<file path="src/rtl/hbmc_rx_capture.sv">
// Turns RWDS edges into DQ captures, pairs them into 2*DQ_WIDTH words and queues them in a FWFT FIFO.
// A word completed in cycle N is on rd_data in N+1; when the FIFO is full and not popping, the new word is dropped and flagged.
module hbmc_rx_capture #(
  parameter int DQ_WIDTH        = 8,
  parameter int SERDES_RATIO    = 6,
  parameter int FIFO_DEPTH      = 16,
  parameter int RST_HOLD_CYCLES = 2
) (
  input  logic                               iserdes_clkdiv,
  input  logic                               arst_n,
  input  logic                               capture_en,
  input  logic [SERDES_RATIO-1:0]            rwds_q,
  input  logic [DQ_WIDTH*SERDES_RATIO-1:0]   dq_q,
  input  logic                               err_clr,
  output logic [2*DQ_WIDTH-1:0]              rd_data,
  output logic                               rd_valid,
  input  logic                               rd_ready,
  output logic [$clog2(FIFO_DEPTH):0]        fifo_level,
  output logic                               ovf_err,
  output logic                               edge_err
);

  localparam int AW = $clog2(FIFO_DEPTH);
  localparam int CW = AW + 1;
  localparam int WW = 2 * DQ_WIDTH;
  localparam logic [3:0] HOLD_INIT = 4'(RST_HOLD_CYCLES);

  logic                    r_rwds_prev;
  logic [3:0]              r_hold_cnt;
  logic                    r_phase;
  logic [DQ_WIDTH-1:0]     r_upper;
  logic [WW-1:0]           r_mem [FIFO_DEPTH];
  logic [AW-1:0]           r_wr_ptr;
  logic [AW-1:0]           r_rd_ptr;
  logic [CW-1:0]           r_count;
  logic                    r_ovf_err;
  logic                    r_edge_err;

  logic [SERDES_RATIO-1:0] w_edge;
  logic [1:0]              w_n_edges;
  logic                    w_extra;
  logic [DQ_WIDTH-1:0]     w_slice0;
  logic [DQ_WIDTH-1:0]     w_slice1;
  logic                    w_active;
  logic                    w_phase_nxt;
  logic [DQ_WIDTH-1:0]     w_upper_nxt;
  logic                    w_push;
  logic [WW-1:0]           w_word;
  logic                    w_pop;
  logic                    w_full;
  logic                    w_wr;
  logic                    w_ovf_set;
  logic                    w_edge_set;

  // Oldest sample (MSB) compares against the last sample of the previous cycle.
  assign w_edge   = rwds_q ^ {r_rwds_prev, rwds_q[SERDES_RATIO-1:1]};
  assign w_active = capture_en && (r_hold_cnt == 4'd0);

  always_comb begin
    w_n_edges = 2'd0;
    w_extra   = 1'b0;
    w_slice0  = '0;
    w_slice1  = '0;
    for (int k = SERDES_RATIO - 1; k >= 0; k--) begin
      if (w_edge[k]) begin
        if (w_n_edges == 2'd0)      w_slice0 = dq_q[k*DQ_WIDTH +: DQ_WIDTH];
        else if (w_n_edges == 2'd1) w_slice1 = dq_q[k*DQ_WIDTH +: DQ_WIDTH];
        else                        w_extra  = 1'b1;
        if (w_n_edges != 2'd2) w_n_edges = w_n_edges + 2'd1;
      end
    end
  end

  always_comb begin
    w_phase_nxt = r_phase;
    w_upper_nxt = r_upper;
    w_push      = 1'b0;
    w_word      = '0;
    if (!capture_en) begin
      w_phase_nxt = 1'b0;
    end else if (w_active) begin
      if (w_n_edges == 2'd1) begin
        if (!r_phase) begin
          w_upper_nxt = w_slice0;
          w_phase_nxt = 1'b1;
        end else begin
          w_push      = 1'b1;
          w_word      = {r_upper, w_slice0};
          w_phase_nxt = 1'b0;
        end
      end else if (w_n_edges == 2'd2) begin
        // With a pending upper half, the second capture starts the next word.
        w_push = 1'b1;
        if (!r_phase) begin
          w_word = {w_slice0, w_slice1};
        end else begin
          w_word      = {r_upper, w_slice0};
          w_upper_nxt = w_slice1;
        end
      end
    end
  end

  assign w_pop      = (r_count != '0) && rd_ready;
  assign w_full     = (r_count == CW'(FIFO_DEPTH));
  assign w_wr       = w_push && (!w_full || w_pop);
  assign w_ovf_set  = w_push && w_full && !w_pop;
  assign w_edge_set = w_active && w_extra;

  always_ff @(posedge iserdes_clkdiv or negedge arst_n) begin
    if (!arst_n) begin
      r_rwds_prev <= 1'b0;
      r_hold_cnt  <= HOLD_INIT;
      r_phase     <= 1'b0;
      r_upper     <= '0;
      r_wr_ptr    <= '0;
      r_rd_ptr    <= '0;
      r_count     <= '0;
      r_ovf_err   <= 1'b0;
      r_edge_err  <= 1'b0;
    end else begin
      r_rwds_prev <= rwds_q[0];
      if (r_hold_cnt != 4'd0) r_hold_cnt <= r_hold_cnt - 4'd1;
      r_phase <= w_phase_nxt;
      r_upper <= w_upper_nxt;
      if (w_wr)  r_wr_ptr <= r_wr_ptr + AW'(1);
      if (w_pop) r_rd_ptr <= r_rd_ptr + AW'(1);
      if (w_wr && !w_pop)      r_count <= r_count + CW'(1);
      else if (!w_wr && w_pop) r_count <= r_count - CW'(1);
      if (w_ovf_set)    r_ovf_err <= 1'b1;
      else if (err_clr) r_ovf_err <= 1'b0;
      if (w_edge_set)   r_edge_err <= 1'b1;
      else if (err_clr) r_edge_err <= 1'b0;
    end
  end

  always_ff @(posedge iserdes_clkdiv) begin
    if (w_wr) r_mem[r_wr_ptr] <= w_word;
  end

  assign rd_data    = r_mem[r_rd_ptr];
  assign rd_valid   = (r_count != '0);
  assign fifo_level = r_count;
  assign ovf_err    = r_ovf_err;
  assign edge_err   = r_edge_err;

endmodule

</file>
<file path="config.mk">
export PLATFORM = sky130hd
export DESIGN_NAME = hbmc_rx_capture
export DESIGN_NICKNAME = d
export VERILOG_FILES = /design/src/rtl/hbmc_rx_capture.sv
export SDC_FILE = /design/constraint.sdc
export NUM_CORES = 1
export LEC_CHECK = 0
export ABC_AREA = 1
export CAP_MARGIN = 10
export CORE_MARGIN = 10
export CORE_UTILIZATION = 40
export CTS_BUF_LIST = sky130_fd_sc_hd__clkbuf_4
export CTS_CLUSTER_DIAMETER = 120
export CTS_CLUSTER_SIZE = 10
export DETAILED_ROUTE_END_ITERATION = 6
export SLEW_MARGIN = 20
export SYNTH_ARGS = -nofsm -noshare
export SYNTH_HDL_FRONTEND = slang
export SYNTH_SLANG_ARGS = --single-unit
export TNS_END_PERCENT = 100
</file>
<file path="constraint.sdc">
create_clock -name iserdes_clkdiv -period 11.4 [get_ports iserdes_clkdiv]
set_input_delay 2.28 -clock iserdes_clkdiv [delete_from_list [all_inputs] [get_ports iserdes_clkdiv]]
set_output_delay 2.28 -clock iserdes_clkdiv [all_outputs]
set_load 0.01 [all_outputs]
</file>
* After elaboration in Yosys (flattened, before gate mapping) *
Memories as Yosys holds them, arrays and structs flattened.
Index checks and enable logic that the tools add are counted.

word-level totals
  register bits = 29
  memory bits (writable) = 256
  output and inout bits = 24
  word-level logic and storage cells = 142
  memories = 1

memory list
  memory  depth  width  read ports  clocked after memory_dff  write ports  line  source
  r_mem   16     16     1           0                         1            32    logic [WW-1:0] r_mem [FIFO_DEPTH];

cells by class
  $add $sub $neg = 10
  equal/unequal tests = 16
  multiplexer cells = 78
  bitwise gates (word level) = 1
  reduce and logical (&&, ||, !) cells = 27

operators with widths
  cell                                                    number
  two-way mux 8 bit                                       30
  two-way mux 16 bit                                      6
  two-way mux 1 bit                                       30
  two-way mux 2 bit                                       10
  equality test 2 x 1 -> 1 bit (second input constant)    6
  inequality test 2 bit (second input constant)           6
  adder 2 x 1 -> 2 bit (second input constant)            5
  zero test 2 bit                                         5
  two-way mux 5 bit                                       2
  nonzero test 2 bit                                      5
  adder 4 x 1 -> 4 bit (second input constant)            2
  logical AND 1 bit                                       8
  bitwise XOR 6 bit                                       1
  adder 5 x 1 -> 5 bit (second input constant)            1
  equality test 5 bit (second input constant)             1
  AND reduction 5 bit                                     1
  nonzero test 5 bit                                      1
  subtractor 5 x 1 -> 5 bit (second input constant)       1
  zero test 4 bit                                         1
  inequality test 2 x 1 -> 1 bit (second input constant)  2
  nonzero test 4 bit                                      1
  subtractor 4 x 1 -> 4 bit (second input constant)       1
  zero test 1 bit                                         3
  equality test 2 bit (second input constant)             1
  2 further kinds                                         2

* Longest topological paths before layout *
Gate-level depths: netlist (run 1).

  depth in word-level cells = 27
  gate-level depth with buffers = 29

* Worst setup path before layout (run 1) *
Ideal clock, no wire load.

  kind = input -> register
  from = input port rwds_q[5]
  to = memory r_mem[0][0] in the netlist's numbering (enable)
  library setup time = 409 ps
  data arrival time = 6081 ps
  path slack = 4910 ps
  stages = 20
  buffers on the path = 1
  cell sequence = xnor2_1 > inv_1 > ha_1 > inv_1 > nand3_1 > nand2_1 > inv_1 > ha_1 > nand2_1 > nand2_1 > ha_1 > or2_1 > nand2_1 > nand3_1 > nand2_1 > nand2_2 > nand2_4 > nand4_4 > buf_6 > nor3_1

between the ends
  cells in the longest elaborated chain, start to end = 25
  elaborated cells on any way between the ends = 31

RTL lines
  what                                                           line  source
  from (decl)                                                    12    input logic [SERDES_RATIO-1:0] rwds_q,
  bitwise XOR 6 bit (*)                                          56    assign w_edge = rwds_q ^ {r_rwds_prev, rwds_q[SERDES_RATIO-1:1]};
  two-way mux 1 bit                                              65    if (w_edge[k]) begin
  adder 2 x 1 -> 2 bit or inequality test 2 bit (tied branches)  69    if (w_n_edges != 2'd2) w_n_edges = w_n_edges + 2'd1;
  two-way mux 2 bit                                              69
  two-way mux 2 bit (*)                                          65
  adder 2 x 1 -> 2 bit or inequality test 2 bit (tied branches)  69
  two-way mux 2 bit                                              69
  two-way mux 2 bit (*)                                          65
  [9 not listed]                                                 n/a
  equality test 2 bit                                            91    end else if (w_n_edges == 2'd2) begin
  two-way mux 1 bit                                              91
  two-way mux 1 bit (*)                                          82    if (w_n_edges == 2'd1) begin
  two-way mux 1 bit (*)                                          81    end else if (w_active) begin
  two-way mux 1 bit (*)                                          79    if (!capture_en) begin
  logical AND 1 bit (*)                                          106   assign w_wr = w_push && (!w_full || w_pop);
  two-way mux 1 bit (*)                                          138   if (w_wr) r_mem[r_wr_ptr] <= w_word;
  two-way mux 1 bit (not written as such) (*)                    138
  to (decl)                                                      32

Mark *: on every way between the ends. The rest lies on a longest branch, timed or not.

* Final worst setup path (run 1) *
  from = input port rwds_q[5]
  to = register r_count[4], in the netlist fifo_level[4]

between the ends
  cells in the longest elaborated chain, start to end = 26
  elaborated cells on any way between the ends = 34

RTL lines
  what                                                           line  source
  bitwise XOR 6 bit (*)                                          56
  two-way mux 1 bit                                              65
  adder 2 x 1 -> 2 bit or inequality test 2 bit (tied branches)  69
  two-way mux 2 bit                                              69
  two-way mux 2 bit (*)                                          65
  adder 2 x 1 -> 2 bit or inequality test 2 bit (tied branches)  69
  two-way mux 2 bit                                              69
  two-way mux 2 bit (*)                                          65
  [11 not listed]                                                n/a
  two-way mux 1 bit (*)                                          82
  two-way mux 1 bit (*)                                          81
  two-way mux 1 bit (*)                                          79
  logical AND 1 bit (*)                                          106
  named net w_wr                                                 51    logic w_wr;
  zero test 1 bit                                                129   else if (!w_wr && w_pop) r_count <= r_count - CW'(1);
  logical AND 1 bit                                              129
  nonzero test 2 bit (no source line)                            n/a
  to (signal assigned)                                           128   if (w_wr && !w_pop) r_count <= r_count + CW'(1);
  to (signal assigned)                                           129
  to (decl)                                                      35    logic [CW-1:0] r_count;

The timed path passes the listed nets; every way through them passes the cells marked *.
A chain may end at the register's enable or synchronous reset.

==> results.md, run 1 <==
- The flow ran to the end, and the final reports show no timing, DRC or antenna violations.
- Ranked by total cell area, the synthesized netlist is headed by edfxtp_1 58%, nand2_1 5.9%, dfrtp_1 5.3%, nor2_1 4.1%, o21ai_0 3.6%.
- The placed standard-cell area is about 15000 um2.
- The design area is 15000 um2.
- Setup repair after global routing left no endpoint under its margin.
- Between clock sinks in the finished design, the worst skew comes to 18.5 ps.
- The number of buffers on the longest clock path is 3.
- The TritonCTS buffer count is 34.
- The sequential-to-total area share from yosys stat is 0.638.
- The number of nets in the layout is approximately 1300.
- TritonCTS built the clock tree.
- The number of endpoints with negative hold slack in the final report is 0.
- The number of different library cells used by synthesis comes to 46.
- For this run, design rule violations remaining after detail routing come to 0.
- The maximum number of pins on one net before global-route repair is 73.
- The total of warnings raised by yosys is 0.
- The synthesized netlist cell count is ~1200.
- Each instance of the synthesized netlist takes up on average 11.2 um2.
- After synthesis the netlist holds a flip-flop and latch count of around 290.
- The worst setup path is launched from a primary input.
- The number of placed instances, taps included, is 1666.
- edfxtp_1 takes more of the synthesized area than any other cell.
- The total area of sequential cells is 8420 um2.
- The largest fanout of any net on the critical path is 17.
- In the final layout, the share of cells above drive strength 1 is 0.109.
- The largest single stage delay on the critical path is 500 ps.
- Among all flip-flop cells after synthesis, the most frequent one is edfxtp_1.
- STA puts the critical path data required time at 11930 ps.
- The total wirelength of the detailed-routed design is ~34000 um.
- The number of antenna violations at the first check in global routing is 1.
- Measured along the x axis, the die boundary spans 202 um.
- Among the stages of the critical path, the cell type that occurs most often is nand2_1.
- The number of setup buffers added after CTS is 0.
- The footprint of the multi-input gates is 4380 um2.
- The post-route total power is 3.14 mW.
- The worst setup path is captured at a flop.
- After detailed routing, the wire length on met1 is approximately 15000 um.
- In this run the static leakage power is 5.58 nW.
- The number of search-and-repair iterations in the first detailed-routing pass is 5.
- The sequential group share of total power is 0.429.
- The via count is about 9200.
- Ranked by instance count, the synthesized netlist is headed by 256 x edfxtp_1, 207 x nand2_1, 145 x nor2_1, 95 x o21ai_0, 59 x inv_1.
- The area growth from synthesis to final layout is 13.9%.
- The number of I/O port buffers is 82.
- Of the total power, the share spent switching nets is 0.381.
- The final number of setup-violating endpoints is 0.
- The pre-CTS worst setup slack is 3820 ps.
- The floorplan step defined a core boundary enclosing approximately 33000 um2.
- The aggregate global-route resource usage is 0.161.
- The total count of max-transition violations in the final report came to 0.
- After clock tree synthesis, the clock-pin slew on the worst setup and hold paths is 110 ps.
- The first global-routing pass estimated between 50000 and 60000 um of wire.
- The share of flip-flops with an asynchronous set or reset after synthesis is 0.102.
- The floorplan step set the die height to ~200 um.
- The overall die area is between 40000 and 50000 um2.
- For the finished layout, the period the worst path requires is 6900 ps.
- Counting flops with a built-in enable in the synthesized netlist gives around 260.
- Summed over all nets, the half-perimeter wirelength after detailed placement is around 20000 um.
- The worst-case headroom to the max-slew limit is 0.284.
- The internal power is between 1.5 and 2 mW.
- The total buffers and inverters traversed by the critical path is 5.
- The cell area after synthesis is 13200 um2.
- The share of synthesized area in the top cell type comes to 0.583.
- The min-delay analysis places its worst path in the category reg -> reg.
- CTS saw between 200 and 300 sinks.
- The met2 wire length is 15600 um.
- By startpoint and endpoint, the worst setup path is classified as in -> reg.
- Buffers inserted to repair hold after CTS numbered 0.
- The later-pin clock latency in the skew report is 640 ps.
- The final non-filler cell total is 1714.
- Routability-driven placement finished with a final weighted congestion of approximately 0.9.
- The worst path setup slack after routing is 4500 ps.
- The post-synth net total is roughly 1300.
- In this run the top signal layer used is met4.
- At the worst endpoint, the arrival time is around 7400 ps.
- Across the VDD grid, the largest voltage drop is 0.128 mV.
- Across the run, the number of max-cap violations was 0.
- The number of violations reported at the end of detailed-routing iteration 0 is 733.
- The master of the slowest instance on the critical path is clkdlybuf4s50_1.
- The floorplan has 66 rows.
- At the pin with the least slew margin, the transition time is 1070 ps.
- The achievable frequency is around 0.14 GHz.
- Among all cell types in the netlist, the one instantiated most often is edfxtp_1.
- Setup slack on the worst reg-to-reg path comes out at 6310 ps.
- Post-CTS repair changed the size of 0 cells.
- After detailed routing, the average wire length per cell comes to 19.6 um.
- The smallest hold slack is 497 ps.
- The utilization after layout is 0.462.
- The via count of the first global-routing pass is 8867.
- The count of nets left with antenna violations once routing finished came out at 0.
- The sum of met3 wire segment lengths after detailed routing is 1920 um.
- The power density relative to cell area is ~210 nW/um2.
- The global route total overflow is 0.
- Of the total power, combinational logic draws 0.390.
- The part of the cycle the worst path needs is 0.605.
- The library cell used as clock root buffer is clkbuf_4.
- The H-tree generated during clock tree synthesis spans 2 levels.
- Summed over all nets, the switching power comes to 1.20 mW.
- The boundary pin count is 83.
- For this configuration, the core starts out at a cell density of 0.406.
- The number of filler cells placed in the layout is around 3000.
- The cell family contributing the most delay on the critical path is simple AND/OR/NAND/NOR gates.
- After routing, the total negative slack on setup checks comes to 0 ps.
- The share of total power dissipated in the clock network is 0.181.
- After detailed routing, the number of vias per cell comes to around 5.4.
-- state kept, by name, indices dropped and copies added, names as in the netlist, 4 cells and up --
register,cells
r_wr_ptr,4
fifo_level,5
r_hold_cnt,4
r_rd_ptr,4
r_upper,8
r_mem,256
-- cells by family after synthesis --
| logic type | count (synthesis) | synth area share |
|---|---|---|
| and+or+nand+nor | 470 | 0.156 |
| DFF | 285 | 0.638 |
| AOI/OAI and AO/OA | 217 | 0.104 |
| buffers and inverters | 127 | 0.0389 |
| muxes | 44 | 0.0334 |
| adders and majority gates | 22 | 0.0214 |
| xor gates and xnor gates | 13 | 0.00920 |
-- worst min-delay path: stages, from the launching register on --
cell and delay, ps:
dfrtp_1 360, nand2_1 50, nand2_1 60
-- path summary, 6_finish.rpt --
check	depth (start not counted)	endpoint	start
setup / recovery	29	fifo_level[4]	rwds_q[5]
hold / removal	2	r_upper[2]	r_upper[2]
setup reg to reg	27	fifo_level[4]	r_rwds_prev
hold reg to reg	2	r_upper[2]	r_upper[2]
max in group asynchronous	2	r_hold_cnt[1]	arst_n
min in group asynchronous	2	r_rd_ptr[2]	arst_n
-- area by class of cell --
| class | count | share of cell area |
|---|---|---|
| Antenna cell | 1 | 0.000167 |
| Clock buffer | 44 | 0.0220 |
| Clock inverter | 3 | 0.00600 |
| Inverter | 69 | 0.0175 |
| Multi-Input combinational cell | 766 | 0.291 |
| Sequential cell | 285 | 0.561 |
| Tap cell | 442 | 0.0368 |
| Timing Repair Buffer | 104 | 0.0656 |
-- cell usage in the layout (no fill, tap or decap), types with 3 or more instances in the layout --
master,n
a21oi_1,19
a21oi_2,7
a22oi_1,6
buf_4,22
bufinv_16,3
clkbuf_4,44
clkdlybuf4s50_1,82
dfrtp_1,25
edfxtp_1,256
ha_1,21
inv_1,58
inv_2,7
mux2i_1,44
nand2_1,207
nand2_2,9
nand2_4,5
nand3_1,57
nand3_2,5
nor2_1,143
nor2_2,3
nor3_1,8
nor3_2,17
o211ai_1,13
o21ai_0,95
o21ai_1,6
o221ai_1,44
o22ai_1,10
o32ai_1,13
or2_1,5
or2_2,4
xnor2_1,5
xor2_1,7
-- power groups by stage --
| stage | clock (mW) | sequential, mW | combinational [mW] |
|---|---|---|---|
| final | 0.568 | 1.35 | 1.23 |
| after global routing | 0.629 | 1.36 | 1.37 |
| after CTS | 0.588 | 1.35 | 1.24 |
| after detailed placement | 0 | 1.37 | 1.23 |
| after global placement | 0 | 1.37 | 1.22 |
| after floorplan | 0 | 1.30 | 0.838 |
-- routing by layer --
layer,up-vias,GRT usage
met5,-,0
met4,0,0.0481
met3,57,0.0321
met2,277,0.256
met1,4459,0.218
li1,4392,-
No activity file was read; power rests on OpenSTA's default activity.
==> run 2, diff against run 1 <==
==> constraint.sdc (replaced) <==
create_clock -name iserdes_clkdiv -period 7.2 [get_ports iserdes_clkdiv]
set_input_delay 1.44 -clock iserdes_clkdiv [delete_from_list [all_inputs] [get_ports iserdes_clkdiv]]
set_output_delay 1.44 -clock iserdes_clkdiv [all_outputs]
set_load 0.01 [all_outputs]
==> results.md, run 2 (synthesis gave the netlist of run 1 again) <==
- The worst setup path is captured at a flop.
- At the end of routability-driven placement, the weighted congestion stood at just over 0.8.
- After routing the design area is 15100 um2.
- At the pin with the least slew margin, the transition time is 994 ps.
- The min-delay analysis places its worst path in the category reg -> reg.
- Clock-pin slew was measured on the worst setup and hold paths at 120 ps.
- The share of total power dissipated in the clock network is 0.171.
- The later-pin clock latency in the skew report is roughly 660 ps.
- Measured along the x axis, the die boundary spans 202 um.
- STA puts the critical path data required time at 7730 ps.
- The number of hold buffers added after CTS was 0.
- The first global-routing pass estimated 52500 um of wire.
- The register with the most flip-flops in the layout has 256 of them.
- Measured against its own limit, the worst slew margin works out to 0.337.
- The final sum of negative setup slack is 0 ps.
- The area growth from synthesis to final layout is 14.5%.
- After detailed routing, the number of vias per cell comes to 5.33.
- By instance count, the cell type seen most on the critical path is nand2_1.
- The highest ir drop seen on vdd is 0.271 mV.
- The number of cells on the worst hold path is 2.
- The fraction of final layout cells with drive strength greater than 1 is 0.115.
- The detailed-route DRC error count is 0.
- In this run the critical register-to-register path is captured at fifo_level[4].
- Leaving out fill and tap cells, the most frequent cells in the layout are 256 x edfxtp_1, 207 x nand2_1, 145 x nor2_1.
- Counting every sink on the clock net gives 285.
- The aggregate global-route resource usage is 0.162.
- Timing would allow up to approximately 0.17 GHz.
- The total wirelength of the detailed-routed design is 33600 um.
- The via count of the first global-routing pass is 9187.
- In this run the deepest clock path goes through 3 buffers.
- The H-tree was split into 2 levels.
- In this run the power density over the cells is 328 nW/um2.
- The number of antenna violations at the first check in global routing came to 1.
- STA classifies the critical path startpoint as a primary input.
- For the worst flop-to-flop path, the logic depth is 27.
- The final critical path time including I/O delays and setup is 6020 ps.
- Of the total power, the share spent switching nets is 0.385.
- The initial utilization of the core area, before any placement, comes to 0.406.
- After clock tree synthesis, the repair step resized 0 gates.
- The standard cell core area is 32500 um2.
- The worst setup path is of the in -> reg kind.
- Leaving out fill and tap cells, the most frequent cell in the layout is edfxtp_1.
- The placed standard-cell area is roughly 15000 um2.
- The pre-CTS worst setup slack is 503 ps.
- The via count is 9230.
- The clock tree from TritonCTS is built.
- The switching component of the power is 1.91 mW.
- The total area of sequential cells is 8420 um2.
- For this run the aggregate overflow at the end of global routing stands at 0.
- The clock arrives with 35.8 ps of skew.
- The flow ran to the end, and the final reports show no timing, DRC or antenna violations.
- The final number of setup-violating endpoints is 0.
- The worst hold path terminates at r_upper[6].
- The library cell used as clock root buffer is clkbuf_4.
- Summing all multi-input logic gate instances after layout gives about 4400 um2.
- In this run the core area contains 66 standard-cell rows.
- The number of filler cells placed in the layout is 3050.
- The internal power of the cells totals 3.05 mW.
- The number of violations reported at the end of detailed-routing iteration 0 is 800.
- The worst register-to-register path begins at r_rwds_prev.
- The share of total power dissipated in sequential elements is 0.424.
- The overall die area is 40700 um2.
- More flip-flops sit in one register than any other, and that register is r_mem.
- The number of endpoints with negative hold slack in the final report is 0.
- The setup slack of the most critical reg-to-reg path is around 2100 ps.
- Setup repair after global routing left no endpoint under its margin.
- The total count of max-transition violations in the final report is 0.
- The number of I/O port buffers is 82.
- The number of nets in the layout is roughly 1400.
- The total setup buffers inserted after CTS is 0.
- The number of search-and-repair iterations in the first detailed-routing pass is 5.
- The analysis attributes to cell leakage a power of 5.67 nW.
- The largest fanout of any net on the critical path is 11.
- The slowest stage of the critical path belongs to the cell clkdlybuf4s50_1.
- The wire length per cell is 19.4 um.
- The die boundary height is 202 um.
- The peak per-stage delay on the critical path is 500 ps.
- The part of the cycle the worst path needs is 0.836.
- TritonCTS created 34 clock buffers.
- The boundary pin count is 83.
- Across all setup checks in the final design, the least slack found is 1180 ps.
- Across the run, the number of max-cap violations was 0.
- The post-detailed-route count of antenna-violating nets is 0.
- The hold path startpoint is r_upper[6].
- The arrival time at the worst endpoint is 6550 ps.
- The maximum number of pins on one net before global-route repair is 99.
- Of the total power, combinational logic draws 0.405.
- After legalization and detailed placement, the total HPWL measured 21100 um.
[run 2: cell count changes in the layout (fill, tap and decap cells not counted)]
cell and delta:
buf_4 +22, clkinvlp_4 +1, nor2_2 -2, a21oi_2 -6, bufinv_16 -1, clkbuf_4 -4, nor2_1 +2, a21oi_1 +6
[run 2: worst max-delay path, delay by kind of cell]
kind	cells	cell delay [ps]
AOI/OAI and AO/OA	2	360
xor gates and xnor gates	2	560
and+or+nand+nor	15	1770
buffers and inverters	5	880
adders and majority gates	5	1550
[run 2: how the worst max path moves through the flow]
stage / startpoint / to / slack, ps / cells past startpoint
after floorplan: rwds_q[5] / r_mem[0][0] / 1550 / 20
after global placement: rwds_q[5] / fifo_level[4] / 730 / 29
after detailed placement: rwds_q[5] / fifo_level[4] / 500 / 28
after CTS: rwds_q[5] / fifo_level[4] / 1200 / 28
after global routing: rwds_q[5] / fifo_level[4] / 680 / 28
final: rwds_q[5] / fifo_level[4] / 1180 / 29
[run 2: final cells by class]
class / instances / area share
tap: 442 / 0.0366
clock buffer: 40 / 0.0199
clock inverter: 3 / 0.00447
timing repair buffer: 126 / 0.0762
antenna: 1 / 0.000166
sequential: 285 / 0.557
inverter: 69 / 0.0174
multi-input combinational: 766 / 0.288
[run 2: power by group through the flow]
stage	Sequential [mW]	Combinational, mW	Clock, mW
3_5_place_dp	2.14	2.03	0
3_3_place_gp	2.14	2.00	0
6_report	2.10	2.01	0.847
5_1_grt	2.12	2.24	0.937
2_1_floorplan	2.05	1.33	0
4_1_cts	2.10	2.04	0.874
[run 2: routing by layer]
| metal | routed length [um] | track usage |
|---|---|---|
| met1 | 15300 | 0.221 |
| met2 | 15800 | 0.263 |
| met3 | 2010 | 0.0292 |
| met4 | 480 | 0.0354 |
| met5 | 0 | 0 |
[run 2: per-stage QoR]
step | cells | util | power [mW] | hold slack, ps
floorplan | 1178 | - | 3.38 | 449
global placement | 1688 | 0.453 | 4.14 | 467
detailed placement | 1688 | 0.453 | 4.17 | 466
CTS | 1731 | 0.464 | 5.02 | 495
global route | 1732 | 0.464 | 5.30 | 512
finish | 1732 | 0.464 | 4.96 | 495
==> run 3, diff against run 2 <==
==> constraint.sdc (replaced) <==
create_clock -name iserdes_clkdiv -period 5.35 [get_ports iserdes_clkdiv]
set_input_delay 1.07 -clock iserdes_clkdiv [delete_from_list [all_inputs] [get_ports iserdes_clkdiv]]
set_output_delay 1.07 -clock iserdes_clkdiv [all_outputs]
set_load 0.01 [all_outputs]
==> results.md, run 3 (synthesis gave the netlist of run 1 again) <==
- The master of the slowest instance on the critical path is clkdlybuf4s50_1.
- At the placement stage, the worst setup path has a slack of -294 ps.
- The post-detailed-route via-to-cell ratio is approximately 5.3.
- Counting the buffers created by CTS gives 34.
- Headroom to the max-slew limit came out at 0.294.
- The via count is 9473.
- In the final layout, the multi-input gates occupy 4370 um2.
- The met2 capacity usage during global routing is 0.265.
- The floorplan step defined a die boundary enclosing a little over 40000 um2.
- The total count of max-transition violations in the final report is 0.
- Final hold analysis gives a worst-case slack of 502 ps.
- The most common cell after layout, fill and taps aside is edfxtp_1.
- Wires add up to 33500 um.
- The detailed-route DRC error count is 0.
- The clock tree synthesis step divided the H-tree into 2 levels.
- The critical path is of the in -> reg type.
- For this configuration, the core starts out at a cell density of 0.406.
- The boundary pin count is between 80 and 90.
- The global route total overflow is 0.
- For the pin with the worst max-slew slack, the measured transition is 1050 ps.
- After clock tree synthesis, the clock-pin slew on the worst setup and hold paths is 120 ps.
- The number of endpoints with negative hold slack in the final report is 0.
- For met3 alone, demand over resource in global routing was 0.0300.
- The global-route track usage on met1 is 0.211.
- Across the routed clock network, the largest skew measured is between 30 and 40 ps.
- The highest ir drop seen on vdd is 0.295 mV.
- The number of buffers on the longest clock path is 3.
- Summing all flip-flop and latch instances after layout gives 8420 um2.
- The library cell used as clock root buffer is clkbuf_4.
- The fraction of final layout cells with drive strength greater than 1 is 0.156.
- The number of max-cap violations is 0.
- The final non-filler cell total is 1789.
- At the later pin of the worst-skew pair, clock insertion delay measures 640 ps.
- For this run, the slowest stage of the critical path takes between 500 and 600 ps.
- Of all nets on the critical path, the largest fanout is 4.
- The maximum number of pins on one net before global-route repair is a little under 90.
- The via count of the first global-routing pass is between 9000 and 10000.
- In the layout the commonest cells are 256 x edfxtp_1, 207 x nand2_1, 144 x nor2_1.
- The nature of the critical path endpoint is a flop.
- At the worst endpoint, the required time is between 5000 and 6000 ps.
- The register with the most flip-flops in the layout has roughly 260 of them.
- The total instance count after detailed placement is between 1500 and 2000.
- The first TritonRoute pass finished after 5 iterations.
- After the first detailed-routing iteration, the DRC count stood at 753.
- Row generation in the floorplan step produced 66 rows.
- The flow ran to the end, and the final reports show no timing, DRC or antenna violations.
- Based on the critical path, the design can be clocked at up to 0.205 GHz.
- The final critical path time including I/O delays and setup is between 4000 and 5000 ps.
- From synthesis to final layout, the design area changed by 18.3%.
- More flip-flops sit in one register than any other, and that register is r_mem.
- In the final routed layout, each cell accounts on average for 18.7 um.
- The first global-routing pass estimated 52000 um of wire.
- Data on the critical path arrives at its endpoint at 5420 ps.
- The top cell family by delay on the critical path is adder cells.
- The number of I/O port buffers is 82.
- The die boundary height is 202 um.
- The final layout contains 1415 nets.
- Across every metal layer, demand over resource in global routing totals 0.160.
- The number of sinks driven by the clock tree is between 200 and 300.
- The number of buffers and inverters on the critical path is 5.
- The startpoint kind of the worst setup timing path is a primary input.
- The post-detailed-route count of antenna-violating nets is 0.
- In this run, post-CTS hold repair placed 0 buffers.
- Summed over all cells, the static leakage comes to 5.97 nW.
- The final number of setup-violating endpoints is 0.
- In the post-route analysis, the smallest setup slack over all paths is 463 ps.
- The part of the cycle the worst path needs is 0.914.
- The number of antenna violations at the first check in global routing is 1.
- Setup repair after global routing left no endpoint under its margin.
- In this run the standard cell core region covers 32500 um2.
- Detailed placement finished with a half-perimeter wire length of 22000 um.
- The filler cells instantiated in the layout total 2995.
- The global routing stage identified its most utilized layer as met2.
- The design area is roughly 16000 um2.
- The congestion estimate from routability-driven global placement came to 0.857.
- The most common cell type on the critical path is nand2_1.
- In this run the power density over the cells is 435 nW/um2.
- The clock tree from TritonCTS is built.
- The path class of the tightest hold or removal check is reg -> reg.
- Measured along the x axis, the die boundary spans 202 um.
- Once placement finished, the instance area stood at 15200 um2.
-- run 3: final timing paths --
path                             start            end  slack, ps  cells after the start
setup / recovery             rwds_q[4]  fifo_level[4]        460                     29
hold / removal              r_upper[2]     r_upper[2]        500                      2
min in group asynchronous       arst_n     r_upper[7]        810                      2
setup reg to reg           r_rwds_prev  fifo_level[4]        940                     27
hold reg to reg             r_upper[2]     r_upper[2]        500                      2
max in group asynchronous       arst_n  r_hold_cnt[1]       4230                      2
-- run 3: what timing repair did --
item,CTS,global route
resized for setup,0,2
setup buffers,0,0
endpoints found under the setup margin,0,1
-- run 3: cell type report --
class	count	area share
Inverter	69	0.0168
Sequential cell	285	0.540
Clock buffer	44	0.0212
Multi-Input combinational cell	766	0.280
Antenna cell	1	0.000160
Tap cell	442	0.0354
Clock inverter	4	0.00289
Timing Repair Buffer	178	0.104
-- run 3: per-layer routing --
layer,share of wire,wire [um],vias to the layer above
li1,-,-,4538
met3,0.054,1800,39
met2,0.48,16200,270
met1,0.44,14800,4626
met4,0.019,623,0
met5,0,0,-
-- run 3: power by group --
part	leakage (nW)	switching, mW	internal (mW)
logic	3.02	1.67	1.13
registers	2.73	0.234	2.64
clock network	0.225	0.695	0.428
total	5.97	2.60	4.20
-- run 3: worst reg2reg max path: stages, from the launching register on --
cell and delay (ps):
dfrtp_1 470, xor2_2 260, ha_1 270, inv_1 70, nand3_1 100, nand2_1 150, inv_1 60, ha_1 280
nand2_1 90, nand2_1 80, ha_1 310, or2_1 220, nand2_1 110, nand3_1 80, nand2_1 100, nand2_2 80
nand2_4 70, nand3_2 90, nor2_4 110, ha_1 180, inv_1 100, fa_1 410, a21o_1 170, a21oi_1 150
nand2_1 70, nand2_1 60, nor2_1 50, xor2_1 130
-- run 3: stage by stage --
stage / setup TNS, ps / total power [mW] / utilization
finish: 0 / 6.79 / 0.480
global placement: -7050 / 5.69 / 0.467
CTS: 0 / 6.86 / 0.479
detailed placement: -17340 / 5.74 / 0.468
floorplan: 0 / 4.55 / -
global route: 0 / 7.25 / 0.480
